[src/rtl/lsu_ctrl_if.sv]
// Load/store unit bundle: pipeline request, data-memory beat port and completion response.
// The LSU uses the master view; the pipeline/memory environment uses the slave view.
interface lsu_ctrl_if #(
    parameter int XLEN = 32
);
    logic              req_valid;
    logic              req_ready;
    logic              req_we;
    logic [2:0]        req_funct3;
    logic [XLEN-1:0]   req_addr;
    logic [XLEN-1:0]   req_wdata;

    logic              mem_valid;
    logic              mem_ready;
    logic              mem_we;
    logic [XLEN-1:0]   mem_addr;
    logic [XLEN-1:0]   mem_wdata;
    logic [XLEN/8-1:0] mem_be;
    logic              mem_rvalid;
    logic [XLEN-1:0]   mem_rdata;

    logic              rsp_valid;
    logic [XLEN-1:0]   rsp_data;
    logic              rsp_err;

    modport master (
        input  req_valid, req_we, req_funct3, req_addr, req_wdata,
        input  mem_ready, mem_rvalid, mem_rdata,
        output req_ready,
        output mem_valid, mem_we, mem_addr, mem_wdata, mem_be,
        output rsp_valid, rsp_data, rsp_err
    );

    modport slave (
        output req_valid, req_we, req_funct3, req_addr, req_wdata,
        output mem_ready, mem_rvalid, mem_rdata,
        input  req_ready,
        input  mem_valid, mem_we, mem_addr, mem_wdata, mem_be,
        input  rsp_valid, rsp_data, rsp_err
    );
endinterface

[src/rtl/lsu_ctrl.sv]
// MEM-stage load/store unit: one request at a time, byte enables, optional two-beat split of
// word-crossing accesses, sign/zero-extended load return.
module lsu_ctrl #(
    parameter int XLEN           = 32,
    parameter bit MISALIGN_SPLIT = 1'b1
) (
    input  logic      clk,
    input  logic      rst,
    lsu_ctrl_if.master bus
);
    localparam int W    = XLEN / 8;
    localparam int OFFW = $clog2(W);
    localparam int SW   = $clog2(2 * XLEN);
    localparam bit IS64 = (XLEN == 64);

    typedef enum logic [2:0] {IDLE, BEAT0, WAIT0, BEAT1, WAIT1, RESP} state_t;

    state_t            state_reg;
    logic              req_ready_reg;
    logic              mem_valid_reg;
    logic              mem_we_reg;
    logic [XLEN-1:0]   mem_addr_reg;
    logic [XLEN-1:0]   mem_wdata_reg;
    logic [W-1:0]      mem_be_reg;
    logic              rsp_valid_reg;
    logic [XLEN-1:0]   rsp_data_reg;
    logic              rsp_err_reg;
    logic              we_reg;
    logic [2:0]        funct3_reg;
    logic [OFFW-1:0]   off_reg;
    logic              split_reg;
    logic [W-1:0]      be_hi_reg;
    logic [XLEN-1:0]   wdata_hi_reg;
    logic [XLEN-1:0]   rdata0_reg;

    // Request decode, evaluated on the incoming request while in IDLE
    logic [OFFW-1:0]   req_off;
    logic [3:0]        req_size;
    logic [5:0]        req_end;
    logic              req_split;
    logic              req_legal;
    logic              req_err;
    logic [XLEN-1:0]   req_aligned;
    logic [2*XLEN-1:0] req_wd_full;
    wire  [2*W-1:0]    req_be_full;

    assign req_off     = bus.req_addr[OFFW-1:0];
    assign req_size    = 4'd1 << bus.req_funct3[1:0];
    assign req_end     = 6'(req_off) + 6'(req_size);
    assign req_split   = (req_end > 6'(W));
    assign req_err     = !req_legal || (req_split && !MISALIGN_SPLIT);
    assign req_aligned = {bus.req_addr[XLEN-1:OFFW], {OFFW{1'b0}}};
    assign req_wd_full = {bus.req_wdata, bus.req_wdata} << {req_off, 3'b000};

    always_comb begin
        req_legal = 1'b0;
        if (bus.req_we) begin
            case (bus.req_funct3)
                3'b000, 3'b001, 3'b010: req_legal = 1'b1;
                3'b011:                 req_legal = IS64;
                default:                req_legal = 1'b0;
            endcase
        end else begin
            case (bus.req_funct3)
                3'b000, 3'b001, 3'b010, 3'b100, 3'b101: req_legal = 1'b1;
                3'b011, 3'b110:                         req_legal = IS64;
                default:                                req_legal = 1'b0;
            endcase
        end
    end

    // Lane i of the two-word window is enabled when off <= i < off+S
    generate
        for (genvar gi = 0; gi < 2 * W; gi++) begin : g_be
            assign req_be_full[gi] = (6'(gi) >= 6'(req_off)) && (6'(gi) < req_end);
        end
    endgenerate

    // Load return: the beat completing this cycle supplies the newest word
    logic [XLEN-1:0]   ld_lo;
    logic [XLEN-1:0]   ld_hi;
    logic [2*XLEN-1:0] ld_shift;
    logic [6:0]        ld_bits;
    logic [SW-1:0]     ld_sign_idx;
    logic              ld_sign;
    wire  [XLEN-1:0]   ld_ext;

    always_comb begin
        ld_lo = rdata0_reg;
        ld_hi = '0;
        if (state_reg == BEAT0 || state_reg == WAIT0) ld_lo = bus.mem_rdata;
        if (state_reg == BEAT1 || state_reg == WAIT1) ld_hi = bus.mem_rdata;
    end

    assign ld_shift    = {ld_hi, ld_lo} >> {off_reg, 3'b000};
    assign ld_bits     = 7'd8 << funct3_reg[1:0];
    assign ld_sign_idx = SW'(ld_bits - 7'd1);
    assign ld_sign     = ld_shift[ld_sign_idx] & ~funct3_reg[2];

    generate
        for (genvar gi = 0; gi < XLEN; gi++) begin : g_ext
            assign ld_ext[gi] = (7'(gi) < ld_bits) ? ld_shift[gi] : ld_sign;
        end
    endgenerate

    // A beat completes on rvalid in WAIT, or on rvalid together with ready in BEAT
    logic beat_done;
    assign beat_done = ((state_reg == BEAT0 || state_reg == BEAT1) && bus.mem_ready && bus.mem_rvalid)
                    || ((state_reg == WAIT0 || state_reg == WAIT1) && bus.mem_rvalid);

    always_ff @(posedge clk or posedge rst) begin
        if (rst) begin
            state_reg     <= IDLE;
            req_ready_reg <= 1'b1;
            mem_valid_reg <= 1'b0;
            mem_we_reg    <= 1'b0;
            mem_addr_reg  <= '0;
            mem_wdata_reg <= '0;
            mem_be_reg    <= '0;
            rsp_valid_reg <= 1'b0;
            rsp_data_reg  <= '0;
            rsp_err_reg   <= 1'b0;
            we_reg        <= 1'b0;
            funct3_reg    <= '0;
            off_reg       <= '0;
            split_reg     <= 1'b0;
            be_hi_reg     <= '0;
            wdata_hi_reg  <= '0;
            rdata0_reg    <= '0;
        end else begin
            case (state_reg)
                IDLE: begin
                    if (bus.req_valid) begin
                        req_ready_reg <= 1'b0;
                        we_reg        <= bus.req_we;
                        funct3_reg    <= bus.req_funct3;
                        off_reg       <= req_off;
                        split_reg     <= req_split;
                        be_hi_reg     <= req_be_full[2*W-1:W];
                        wdata_hi_reg  <= req_wd_full[2*XLEN-1:XLEN];
                        if (req_err) begin
                            rsp_valid_reg <= 1'b1;
                            rsp_err_reg   <= 1'b1;
                            rsp_data_reg  <= '0;
                            state_reg     <= RESP;
                        end else begin
                            mem_valid_reg <= 1'b1;
                            mem_we_reg    <= bus.req_we;
                            mem_addr_reg  <= req_aligned;
                            mem_be_reg    <= req_be_full[W-1:0];
                            mem_wdata_reg <= req_wd_full[XLEN-1:0];
                            state_reg     <= BEAT0;
                        end
                    end
                end
                BEAT0, WAIT0: begin
                    if (beat_done) begin
                        rdata0_reg <= bus.mem_rdata;
                        if (split_reg) begin
                            mem_valid_reg <= 1'b1;
                            mem_addr_reg  <= mem_addr_reg + XLEN'(W);
                            mem_be_reg    <= be_hi_reg;
                            mem_wdata_reg <= wdata_hi_reg;
                            state_reg     <= BEAT1;
                        end else begin
                            mem_valid_reg <= 1'b0;
                            rsp_valid_reg <= 1'b1;
                            rsp_data_reg  <= we_reg ? '0 : ld_ext;
                            state_reg     <= RESP;
                        end
                    end else if (state_reg == BEAT0 && bus.mem_ready) begin
                        mem_valid_reg <= 1'b0;
                        state_reg     <= WAIT0;
                    end
                end
                BEAT1, WAIT1: begin
                    if (beat_done) begin
                        mem_valid_reg <= 1'b0;
                        rsp_valid_reg <= 1'b1;
                        rsp_data_reg  <= we_reg ? '0 : ld_ext;
                        state_reg     <= RESP;
                    end else if (state_reg == BEAT1 && bus.mem_ready) begin
                        mem_valid_reg <= 1'b0;
                        state_reg     <= WAIT1;
                    end
                end
                RESP: begin
                    rsp_valid_reg <= 1'b0;
                    rsp_err_reg   <= 1'b0;
                    rsp_data_reg  <= '0;
                    req_ready_reg <= 1'b1;
                    state_reg     <= IDLE;
                end
                default: state_reg <= IDLE;
            endcase
        end
    end

    assign bus.req_ready = req_ready_reg;
    assign bus.mem_valid = mem_valid_reg;
    assign bus.mem_we    = mem_we_reg;
    assign bus.mem_addr  = mem_addr_reg;
    assign bus.mem_wdata = mem_wdata_reg;
    assign bus.mem_be    = mem_be_reg;
    assign bus.rsp_valid = rsp_valid_reg;
    assign bus.rsp_data  = rsp_data_reg;
    assign bus.rsp_err   = rsp_err_reg;
endmodule

[src/flat_wrapper.sv]
// flat-port wrapper written by rule: the top's interface ports become plain ports
module lsu_ctrl_flat 
#(
    parameter int XLEN           = 32,
    parameter bit MISALIGN_SPLIT = 1'b1
)
  (clk, rst, bus_req_valid, bus_req_we, bus_req_funct3, bus_req_addr, bus_req_wdata, bus_mem_ready, bus_mem_rvalid, bus_mem_rdata, bus_req_ready, bus_mem_valid, bus_mem_we, bus_mem_addr, bus_mem_wdata, bus_mem_be, bus_rsp_valid, bus_rsp_data, bus_rsp_err);
  lsu_ctrl_if #(.XLEN(XLEN)) bus_i ();
  input  logic clk;
  input  logic rst;
  input wire logic [$bits(bus_i.req_valid)-1:0] bus_req_valid;
  input wire logic [$bits(bus_i.req_we)-1:0] bus_req_we;
  input wire logic [$bits(bus_i.req_funct3)-1:0] bus_req_funct3;
  input wire logic [$bits(bus_i.req_addr)-1:0] bus_req_addr;
  input wire logic [$bits(bus_i.req_wdata)-1:0] bus_req_wdata;
  input wire logic [$bits(bus_i.mem_ready)-1:0] bus_mem_ready;
  input wire logic [$bits(bus_i.mem_rvalid)-1:0] bus_mem_rvalid;
  input wire logic [$bits(bus_i.mem_rdata)-1:0] bus_mem_rdata;
  output wire logic [$bits(bus_i.req_ready)-1:0] bus_req_ready;
  output wire logic [$bits(bus_i.mem_valid)-1:0] bus_mem_valid;
  output wire logic [$bits(bus_i.mem_we)-1:0] bus_mem_we;
  output wire logic [$bits(bus_i.mem_addr)-1:0] bus_mem_addr;
  output wire logic [$bits(bus_i.mem_wdata)-1:0] bus_mem_wdata;
  output wire logic [$bits(bus_i.mem_be)-1:0] bus_mem_be;
  output wire logic [$bits(bus_i.rsp_valid)-1:0] bus_rsp_valid;
  output wire logic [$bits(bus_i.rsp_data)-1:0] bus_rsp_data;
  output wire logic [$bits(bus_i.rsp_err)-1:0] bus_rsp_err;
  assign bus_i.req_valid = bus_req_valid;
  assign bus_i.req_we = bus_req_we;
  assign bus_i.req_funct3 = bus_req_funct3;
  assign bus_i.req_addr = bus_req_addr;
  assign bus_i.req_wdata = bus_req_wdata;
  assign bus_i.mem_ready = bus_mem_ready;
  assign bus_i.mem_rvalid = bus_mem_rvalid;
  assign bus_i.mem_rdata = bus_mem_rdata;
  assign bus_req_ready = bus_i.req_ready;
  assign bus_mem_valid = bus_i.mem_valid;
  assign bus_mem_we = bus_i.mem_we;
  assign bus_mem_addr = bus_i.mem_addr;
  assign bus_mem_wdata = bus_i.mem_wdata;
  assign bus_mem_be = bus_i.mem_be;
  assign bus_rsp_valid = bus_i.rsp_valid;
  assign bus_rsp_data = bus_i.rsp_data;
  assign bus_rsp_err = bus_i.rsp_err;
  lsu_ctrl #(.XLEN(XLEN), .MISALIGN_SPLIT(MISALIGN_SPLIT)) u_core (.clk(clk), .rst(rst), .bus(bus_i));
endmodule
[config.mk]
export PLATFORM = sky130hd
export DESIGN_NAME = lsu_ctrl_flat
export DESIGN_NICKNAME = d
export VERILOG_FILES = /design/src/rtl/lsu_ctrl_if.sv /design/src/rtl/lsu_ctrl.sv /design/src/flat_wrapper.sv
export SDC_FILE = /design/constraint.sdc
export NUM_CORES = 1
export LEC_CHECK = 0
export ABC_AREA = 1
export BUFFER_PORTS_ARGS = -buffer_cell sky130_fd_sc_hd__buf_4
export CORE_MARGIN = 3
export CORE_UTILIZATION = 56
export DETAILED_ROUTE_END_ITERATION = 8
export HOLD_SLACK_MARGIN = 0.03
export MAX_ROUTING_LAYER = met4
export PLACE_DENSITY = 0.85
export SETUP_SLACK_MARGIN = 0.5
export SLEW_MARGIN = 20
export SYNTH_ARGS = -nofsm -noshare
export SYNTH_HDL_FRONTEND = slang
export SYNTH_SLANG_ARGS = --single-unit
export TNS_END_PERCENT = 50
[constraint.sdc]
create_clock -name clk -period 7.9 [get_ports clk]
set_input_delay 1.58 -clock clk [delete_from_list [all_inputs] [get_ports clk]]
set_output_delay 1.58 -clock clk [all_outputs]
set_load 0.01 [all_outputs]
==> qor.yml, run 1 <==
placement:
  numPortBuffers: 207
  dp_hpwl_mm: 21.7
  dpl_worst_slack_ns: 2.91
  dpl_cell_area_um2: 12200
  routabilityCongestion: 0.933
clock_network:
  cts-root-buf: "clkbuf_16"
  ctsResizeCount: 0
  clk_path_buf_depth: 2
  clk_transition_reported_paths_ns: 0.07
  cts_tree: "done"
  worstSkewPairLatency_ns: 0.43
  htree_levels: 4
  cts_setup_buffers: 0
  cts_buffers: 17
  postCtsHoldBufs: 0
  cts_sinks: 180
setup_path:
  required_ns: 8.21
  critPathBufInv: 4
  worstPathMaxFanout: 73
  worstSetupPathDepth: 12
  cp.arrival_ns: 4.94
  cp_common_cell: "inv_2"
  worst_path_largest_cell_delay_ns: 0.87
  crit_type: "reg -> reg"
  reg2regPathDepth: 12
  cp_top_family: "simple AND/OR/NAND/NOR gates"
  cp_slowest_cell: "nor2_4"
  path_cells: "inv_2 -> nand2_2 -> nand3_4 -> nor2_4 -> inv_2 -> o21ai_2 -> nand2_2 -> buf_4 -> inv_2 -> o21ai_1 -> a21oi_1 -> a21oi_1"
  endpoint_kind: "register"
  cp-start-kind: "register"
final_layout:
  insertedDiodeCount: 0
  drive_gt1_share_pct: 16.8
  fin_nets: 1774
  design_area_um2: 12800
  area_delta_synth_final_pct: 19.7
sta:
  hold_slack_ns: 0.470
  rsz0062_at_grt: "no"
  tightest_slew_ns: 1.04
  fmax_mhz: 216
  slew_headroom_pct: 30.3
  drv_slew: 0
  layout_worst_path_cycle_share_pct: 58.6
  hold_viol_final: 0
  fin_skew_ns: 0.0139
  setup_viol: 0
  tns_ns: 0
  postLayoutSetupSlackWorst_ns: 3.27
  period_needed_ns: 4.63
synthesis:
  synth_commonest_cells: "nand2_1 (512), dfrtp_1 (179), o21ai_0 (148), inv_1 (135), nor2_1 (81)"
  synth_area_leaders: "dfrtp_1 (42%), nand2_1 (18%), o21ai_0 (6.9%), inv_1 (4.7%), nor2_1 (2.8%)"
  avgSynthCellArea_um2: 7.07
  ys_types: 44
  ys_dominant_reg_cell: "dfrtp_1"
  synth_cells: 1513
  synth_warnings: 0
  synth-seq-cells: 180
  synth_area_um2: 10700
  async_flop_share_pct: 100
  ys_seq_area_share_pct: 42.1
  yosysMostFrequentCell: "nand2_1"
  synth_edf_count: 0
  yosysTopAreaCellShare_pct: 41.9
  synth_area_leader_cell: "dfrtp_1"
power:
  p_leak_nw: 6.54
  total_power_mw: 5.41
  ir_worst_vdd_v: 0.000286
  p_per_area_nw_per_um2: 422
detailed_routing:
  ant_nets: 0
  drt-total-wl_mm: 30.9
  drtIter0Drc: 1076
  drtPass1Iterations: 5
  avgViaCountPerCell: 5.68
  vias: 10800
  wl_per_cell_um: 16.2
  drcViolationCount: 0
min_path:
  worstHoldPathType: "reg -> reg"
  holdPathStages: 2
global_routing:
  antenna_found_initial: 0
  overflow: 0
  grt_max_degree: 94
  grt_use_total_pct: 30.5
  grt_pass1_wl_mm: 49.7
  grt_pass1_vias: 9998
run:
  max_cap_viol_count: 0
floorplan:
  die_w_um: 144
  initial_utilization_pct: 58.2
  fp.dieH_um: 144
  dieArea_um2: 20800
  rows: 49
  io_pins: 210
  core_area_um2: 18400
run_status:
  status: "completed"
[cell families (layout without fill, tap and decap cells)]
group,count (synthesis),after routing,share of synthesized area [%]
flip-flops,180,180,42.1
AND/OR/NAND/NOR,710,710,27.0
buffers and inverters,243,405,9.03
XOR/XNOR,8,8,0.655
AO/OA/AOI/OAI,340,340,18.1
adder cells (fa/ha/maj),6,6,0.772
other,1,2,0.0350
multiplexers,25,25,2.34
[cells in the final DEF, fill, tap and decap left out, types with 10 or more instances in the layout]
| cell type | instances |
|---|---|
| nand2_1 | 512 |
| buf_4 | 216 |
| dfrtp_1 | 179 |
| o21ai_0 | 148 |
| inv_1 | 134 |
| nor2_1 | 80 |
| nand3_1 | 60 |
| o21ai_1 | 56 |
| a21oi_1 | 40 |
| o211ai_1 | 28 |
| mux2i_1 | 25 |
| o221ai_1 | 20 |
| clkbuf_16 | 17 |
| o22ai_1 | 16 |
| clkinv_1 | 14 |
| a31oi_1 | 14 |
| nand2_2 | 13 |
| nor3_1 | 13 |
| nand4_1 | 10 |
[tightest hold or removal path, stage by stage (launching register included)]
cell     delay, ns
dfstp_2       0.37
nand2_1       0.05
nand2_1       0.04
[per-layer routing]
layer  wire (um)  GRT usage (%)  vias to the layer above
li1            -              -                     5255
met5           0              -                        -
met2       14100           46.3                      531
met4         573           7.95                        0
met3        2730           4.96                       52
met1       13500           42.9                     4978
[through the flow]
| stage | std cells | utilization (%) |
|---|---|---|
| finish | 1905 | 69.6 |
| global route | 1905 | 69.6 |
| CTS | 1905 | 69.6 |
| detailed placement | 1873 | 66.6 |
| global placement | 1873 | 66.6 |
| floorplan | 1514 | - |
[report_power, final]
part | total (mW) | switching [mW] | internal [mW]
logic | 2.95 | 1.93 | 1.02
clock network | 0.818 | 0.366 | 0.453
registers | 1.64 | 0.303 | 1.33
[path summary, 6_finish.rpt]
path	start	end	slack (ns)
setup / recovery	u_core.state_reg[1]$_DFFE_PP0P_	u_core.bus.mem_addr[10]$_DFFE_PP0P_	3.27
hold / removal	u_core.bus.req_ready$_DFFE_PP1P_	u_core.bus.req_ready$_DFFE_PP1P_	0.47
setup reg to reg	u_core.state_reg[1]$_DFFE_PP0P_	u_core.bus.mem_addr[10]$_DFFE_PP0P_	3.27
hold reg to reg	u_core.bus.req_ready$_DFFE_PP1P_	u_core.bus.req_ready$_DFFE_PP1P_	0.47
max in group asynchronous	rst	u_core.bus.mem_wdata[28]$_DFFE_PP0P_	5.33
min in group asynchronous	rst	u_core.rdata0_reg[26]$_DFFE_PP0P_	1.28
[area by class of cell]
type | count | area (um2)
Fill cell | 1535 | 5580
Multi-Input combinational cell | 1091 | 5240
Sequential cell | 180 | 4510
Timing Repair Buffer | 216 | 1620
Inverter | 157 | 597
Clock buffer | 21 | 460
Tap cell | 229 | 287
Clock inverter | 11 | 101
Power figures use the tool's default switching activity.
==> run 2, diff against run 1 <==
clock period = 4.68 ns   (was 7.9 ns; I/O delays follow)
==> qor.yml, run 2 (synthesis results as in run 1) <==
run_status:
  status: "completed"
clock_network:
  cts-root-buf: "clkbuf_16"
  clk_transition_reported_paths_ns: 0.07
  worstSkewPairLatency_ns: 0.43
  cts_setup_buffers: 0
  cts_sinks: 180
  ctsResizeCount: 0
  cts_buffers: 17
  htree_levels: 4
  clk_path_buf_depth: 2
  cts_tree: "done"
  postCtsHoldBufs: 0
final_layout:
  drive_gt1_share_pct: 17.1
  layout_common_cells: "nand2_1 (512), buf_4 (220), dfrtp_1 (179), o21ai_0 (148), inv_1 (134)"
  area_delta_synth_final_pct: 20.7
  finalNonFillerCells: 1910
  fin_nets: 1779
  layout_commonest_cell: "nand2_1"
  insertedDiodeCount: 0
floorplan:
  die_w_um: 144
  fp.dieH_um: 144
  core_area_um2: 18400
  rows: 49
  initial_utilization_pct: 58.2
  io_pins: 210
  dieArea_um2: 20800
sta:
  setup_viol: 0
  rsz0062_at_grt: "no"
  slew_headroom_pct: 29.3
  layout_worst_path_cycle_share_pct: 66.7
  fin_skew_ns: 0.0106
  fmax_mhz: 320
  drv_slew: 0
  tns_ns: 0
  tightest_slew_ns: 1.06
  hold_slack_ns: 0.471
  postLayoutSetupSlackWorst_ns: 1.56
  period_needed_ns: 3.12
  hold_viol_final: 0
detailed_routing:
  vias: 11000
  drt-total-wl_mm: 30.9
  drcViolationCount: 0
  wl_per_cell_um: 16.2
  drtIter0Drc: 1337
  drtPass1Iterations: 6
  avgViaCountPerCell: 5.75
  ant_nets: 0
setup_path:
  cp_slowest_cell: "dfrtp_1"
  cp_common_cell: "nor2_1"
  path_cells: "nor2_2 -> inv_1 -> ha_1 -> inv_1 -> nor2_1 -> a31oi_1 -> nor2_1 -> a21oi_1 -> nor2_1 -> nand2_2 -> nand2_2 -> nand2_1 -> nand2_1"
  cp-start-kind: "register"
  r2r_end: "u_core.bus.rsp_data[29]$_DFFE_PP0P_"
  worstPathMaxFanout: 14
  worstSetupPathDepth: 13
  required_ns: 4.99
  endpoint_kind: "register"
  endpoint: "u_core.bus.rsp_data[29]$_DFFE_PP0P_"
  critPathBufInv: 2
  cp.arrival_ns: 3.43
  r2r-start: "u_core.funct3_reg[1]$_DFFE_PP0P_"
  r2r_slack_ns: 1.56
  worstSetupStartpoint: "u_core.funct3_reg[1]$_DFFE_PP0P_"
  cp_top_family: "simple AND/OR/NAND/NOR gates"
  crit_type: "reg -> reg"
  worst_path_largest_cell_delay_ns: 0.60
  reg2regPathDepth: 13
global_routing:
  grt_use_total_pct: 30.8
  antenna_found_initial: 0
  grt_pass1_wl_mm: 50.0
  grt_max_degree: 181
  overflow: 0
  grt_pass1_vias: 10100
placement:
  dpl_worst_slack_ns: 1.22
  dp_hpwl_mm: 21.6
  numPortBuffers: 207
  routabilityCongestion: 0.938
  placed_cells: 1878
power:
  total_power_mw: 9.30
  p_leak_nw: 6.59
  p_per_area_nw_per_um2: 720
  internal_power_mw: 4.88
  pwr-share-clk_pct: 16.4
  ir_worst_vdd_v: 0.000529
  p_sw_mw: 4.42
  p_seq_share_pct: 29.6
  switching_share_pct: 47.5
  p_comb_share_pct: 54.0
min_path:
  worstHoldPathType: "reg -> reg"
  worstHoldStart: "u_core.bus.req_ready$_DFFE_PP1P_"
run:
  max_cap_viol_count: 0
==> run 2: changes by cell type in the layout (fill, tap and decap cells not counted), sizes merged <==
cell	before	now
buf	216	221
clkinv	21	17
bufinv	1	3
inv	145	147
clkbuf	21	20
clkinvlp	1	2
==> run 2: worst reg2reg max path, stage by stage, from the launching register on <==
cell	delay, ns
dfrtp_1	0.60
nor2_2	0.45
inv_1	0.37
ha_1	0.42
inv_1	0.09
nor2_1	0.06
a31oi_1	0.18
nor2_1	0.06
a21oi_1	0.16
nor2_1	0.07
nand2_2	0.17
nand2_2	0.17
nand2_1	0.14
nand2_1	0.06
==> run 2: worst min path at each step <==
stage | to | cells after the start
4_1_cts | u_core.bus.req_ready$_DFFE_PP1P_ | 2
2_1_floorplan | u_core.rdata0_reg[31]$_DFFE_PP0P_ | 2
3_3_place_gp | u_core.bus.req_ready$_DFFE_PP1P_ | 2
5_1_grt | u_core.bus.req_ready$_DFFE_PP1P_ | 2
6_report | u_core.bus.req_ready$_DFFE_PP1P_ | 2
3_5_place_dp | u_core.rdata0_reg[7]$_DFFE_PP0P_ | 2
==> run 2: per-layer routing <==
metal,share of wire (%),GRT usage (%),vias up
li1,-,-,5258
met3,10,5.26,81
met4,2.3,9.87,0
met1,43,43.7,5039
met5,0,-,-
met2,45,45.4,604
==> run 2: cell type report <==
class / count / area (um2)
fillers: 1506 / 5470
multi-input cells: 1091 / 5240
flip-flops and latches: 180 / 4510
repair buffers: 221 / 1670
inverters: 157 / 596
clock buffers: 20 / 457
well taps: 229 / 287
clock inverters: 12 / 166
==> run 2: power by group through the flow <==
stage,logic (mW),clock network [mW],registers [mW]
detailed placement,4.93,0,2.76
finish,5.02,1.52,2.76
floorplan,3.30,0,2.78
global route,5.63,1.60,2.83
global placement,4.80,0,2.75
CTS,4.96,1.53,2.74
==> run 2: stage by stage <==
stage | utilization, % | instance area (um2)
3_5_place_dp | 66.9 | 12300
3_3_place_gp | 66.9 | 12300
5_1_grt | 70.2 | 12900
6_report | 70.2 | 12900
4_1_cts | 70.2 | 12900
2_1_floorplan | - | 10700
==> run 3, diff against run 2 <==
CORE_UTILIZATION = 51   (was 56)
PLACE_DENSITY = 0.82   (was 0.85)
clock period = 2.5 ns   (was 4.68 ns; I/O delays follow)
==> qor.yml, run 3 (synthesis results as in run 1) <==
setup_path:
  endpoint_kind: "register"
  cp.arrival_ns: 2.58
  cp-start-kind: "register"
  worstSetupStartpoint: "u_core.state_reg[1]$_DFFE_PP0P_"
  reg2regPathDepth: 15
  r2r-start: "u_core.state_reg[1]$_DFFE_PP0P_"
  path_cells: "inv_2 -> nand2_4 -> buf_6 -> nand4_1 -> nand3_2 -> nand2_1 -> nand2_2 -> nand3_2 -> nand3_2 -> nand2_2 -> nand2_4 -> nand2_8 -> nand2_8 -> nand2_1 -> nand2_1"
  crit_type: "reg -> reg"
  critPathBufInv: 2
  worstPathMaxFanout: 8
  cp_top_family: "simple AND/OR/NAND/NOR gates"
  r2r_slack_ns: 0.25
  worstSetupPathDepth: 15
  worst_path_largest_cell_delay_ns: 0.48
  required_ns: 2.82
  r2r_end: "u_core.bus.rsp_data[31]$_DFFE_PP0P_"
  cp_slowest_cell: "dfrtp_2"
  endpoint: "u_core.bus.rsp_data[31]$_DFFE_PP0P_"
floorplan:
  initial_utilization_pct: 52.4
  dieArea_um2: 22800
  fp.dieH_um: 151
  die_w_um: 151
  io_pins: 210
  rows: 52
  core_area_um2: 20400
global_routing:
  grt_max_degree: 85
  grt_use_total_pct: 30.0
  antenna_found_initial: 0
  grt_pass1_wl_mm: 53.2
  grt_pass1_vias: 10400
  overflow: 0
power:
  p_leak_nw: 6.95
  p_comb_share_pct: 59.4
  internal_power_mw: 10.1
  p_per_area_nw_per_um2: 1400
  p_seq_share_pct: 26.1
  ir_worst_vdd_v: 0.000764
  switching_share_pct: 48.4
  p_sw_mw: 9.46
  pwr-share-clk_pct: 14.4
sta:
  fin_skew_ns: 0.0148
  tightest_slew_ns: 0.592
  period_needed_ns: 2.25
  drv_slew: 0
  hold_slack_ns: 0.281
  fmax_mhz: 444
  hold_viol_final: 0
  layout_worst_path_cycle_share_pct: 90.2
  slew_headroom_pct: 60.1
  rsz0062_at_grt: "yes"
  setup_viol: 0
placement:
  dp_hpwl_mm: 23.0
  dpl_cell_area_um2: 12600
  numPortBuffers: 207
  routabilityCongestion: 0.933
detailed_routing:
  avgViaCountPerCell: 5.67
  ant_nets: 0
  drtIter0Drc: 1156
  wl_per_cell_um: 17.3
  vias: 11300
  drcViolationCount: 0
  drt-total-wl_mm: 34.5
  drtPass1Iterations: 7
run:
  max_cap_viol_count: 0
clock_network:
  cts-root-buf: "clkbuf_16"
  clk_transition_reported_paths_ns: 0.07
  cts_sinks: 180
  clk_path_buf_depth: 2
  htree_levels: 4
  worstSkewPairLatency_ns: 0.44
  cts_buffers: 17
  cts_tree: "done"
final_layout:
  seqCellArea_um2: 4510
  utilization_pct: 68.2
  fin_nets: 1827
  layout_common_cells: "nand2_1 (478), buf_4 (253), dfrtp_1 (176), o21ai_0 (142), inv_1 (132)"
  drive_gt1_share_pct: 23.8
  design_area_um2: 13900
  fillers: 1733
  insertedDiodeCount: 0
  area_delta_synth_final_pct: 30.2
  multi_input_area_um2: 5700
  layout_commonest_cell: "nand2_1"
min_path:
  worstHoldPathType: "in -> reg"
run_status:
  status: "completed"
run 3: cell types whose count changed in the layout (fill, tap and decap cells not counted), sizes merged:
cell | previous run | this run
clkinv | 17 | 15
buf | 221 | 266
bufinv | 3 | 2
clkinvlp | 2 | 1
inv | 147 | 152
nand3 | 61 | 62
dlygate4sd3 | 0 | 1
run 3: area by class of cell:
type	count	area share, %
Clock buffer	19	3.18
Clock inverter	13	1.15
Inverter	157	4.37
Multi-Input combinational cell	1092	40.9
Sequential cell	180	32.4
Tap cell	270	2.43
Timing Repair Buffer	268	15.6
run 3: repair_timing:
action | in CTS | in global routing
hold endpoints to repair | 1 | 0
pin swaps | 8 | 13
setup buffers | 16 | 7
resized for setup | 46 | 81
endpoints found under the setup margin | 88 | 130
hold buffers | 1 | 0
cloned | 2 | 1
run 3: power by group through the flow:
stage	logic, mW	registers (mW)	clock network [mW]
after floorplan	6.18	5.20	0
after global placement	9.42	5.07	0
after detailed placement	9.62	5.10	0
final	11.6	5.10	2.82
after CTS	10.5	5.08	2.83
after global routing	12.7	5.25	2.96
run 3: tightest hold or removal path, cell delays in order:
cell,delay [ns]
buf_4,0.08
nand2_1,0.04
o21ai_0,0.06
run 3: worst min path at each step:
stage                     cells past startpoint  slack, ns                                end                               from
final                                         3       0.28  u_core.rdata0_reg[26]$_DFFE_PP0P_                  bus_mem_rdata[26]
after detailed placement                      2       0.42   u_core.funct3_reg[2]$_DFFE_PP0P_                                rst
after CTS                                     3       0.28  u_core.rdata0_reg[26]$_DFFE_PP0P_                  bus_mem_rdata[26]
after global placement                        2       0.42   u_core.funct3_reg[2]$_DFFE_PP0P_                                rst
after global routing                          3       0.28  u_core.rdata0_reg[24]$_DFFE_PP0P_                  bus_mem_rdata[24]
after floorplan                               2       0.44  u_core.rdata0_reg[31]$_DFFE_PP0P_  u_core.rdata0_reg[31]$_DFFE_PP0P_
run 3: routing by layer:
metal  GRT usage [%]  share of wire (%)  up-vias  wire length (um)
li1                -                  -     5364                 -
met1            42.1                 42     5313             14300
met2            45.4                 46      557             16000
met3            4.88                9.2       99              3170
met4            8.52                2.7        0               944
met5               -                  0        -                 0
run 3: metrics by stage:
step           power, mW  setup WS, ns  cells  setup TNS, ns
2_1_floorplan       11.4        -0.308   1514         -55.09
3_3_place_gp        14.5         0.226   1940              0
3_5_place_dp        14.7         0.170   1940              0
4_1_cts             18.4         0.477   1991              0
5_1_grt             20.9         0.164   1999              0
6_report            19.5         0.246   1999              0
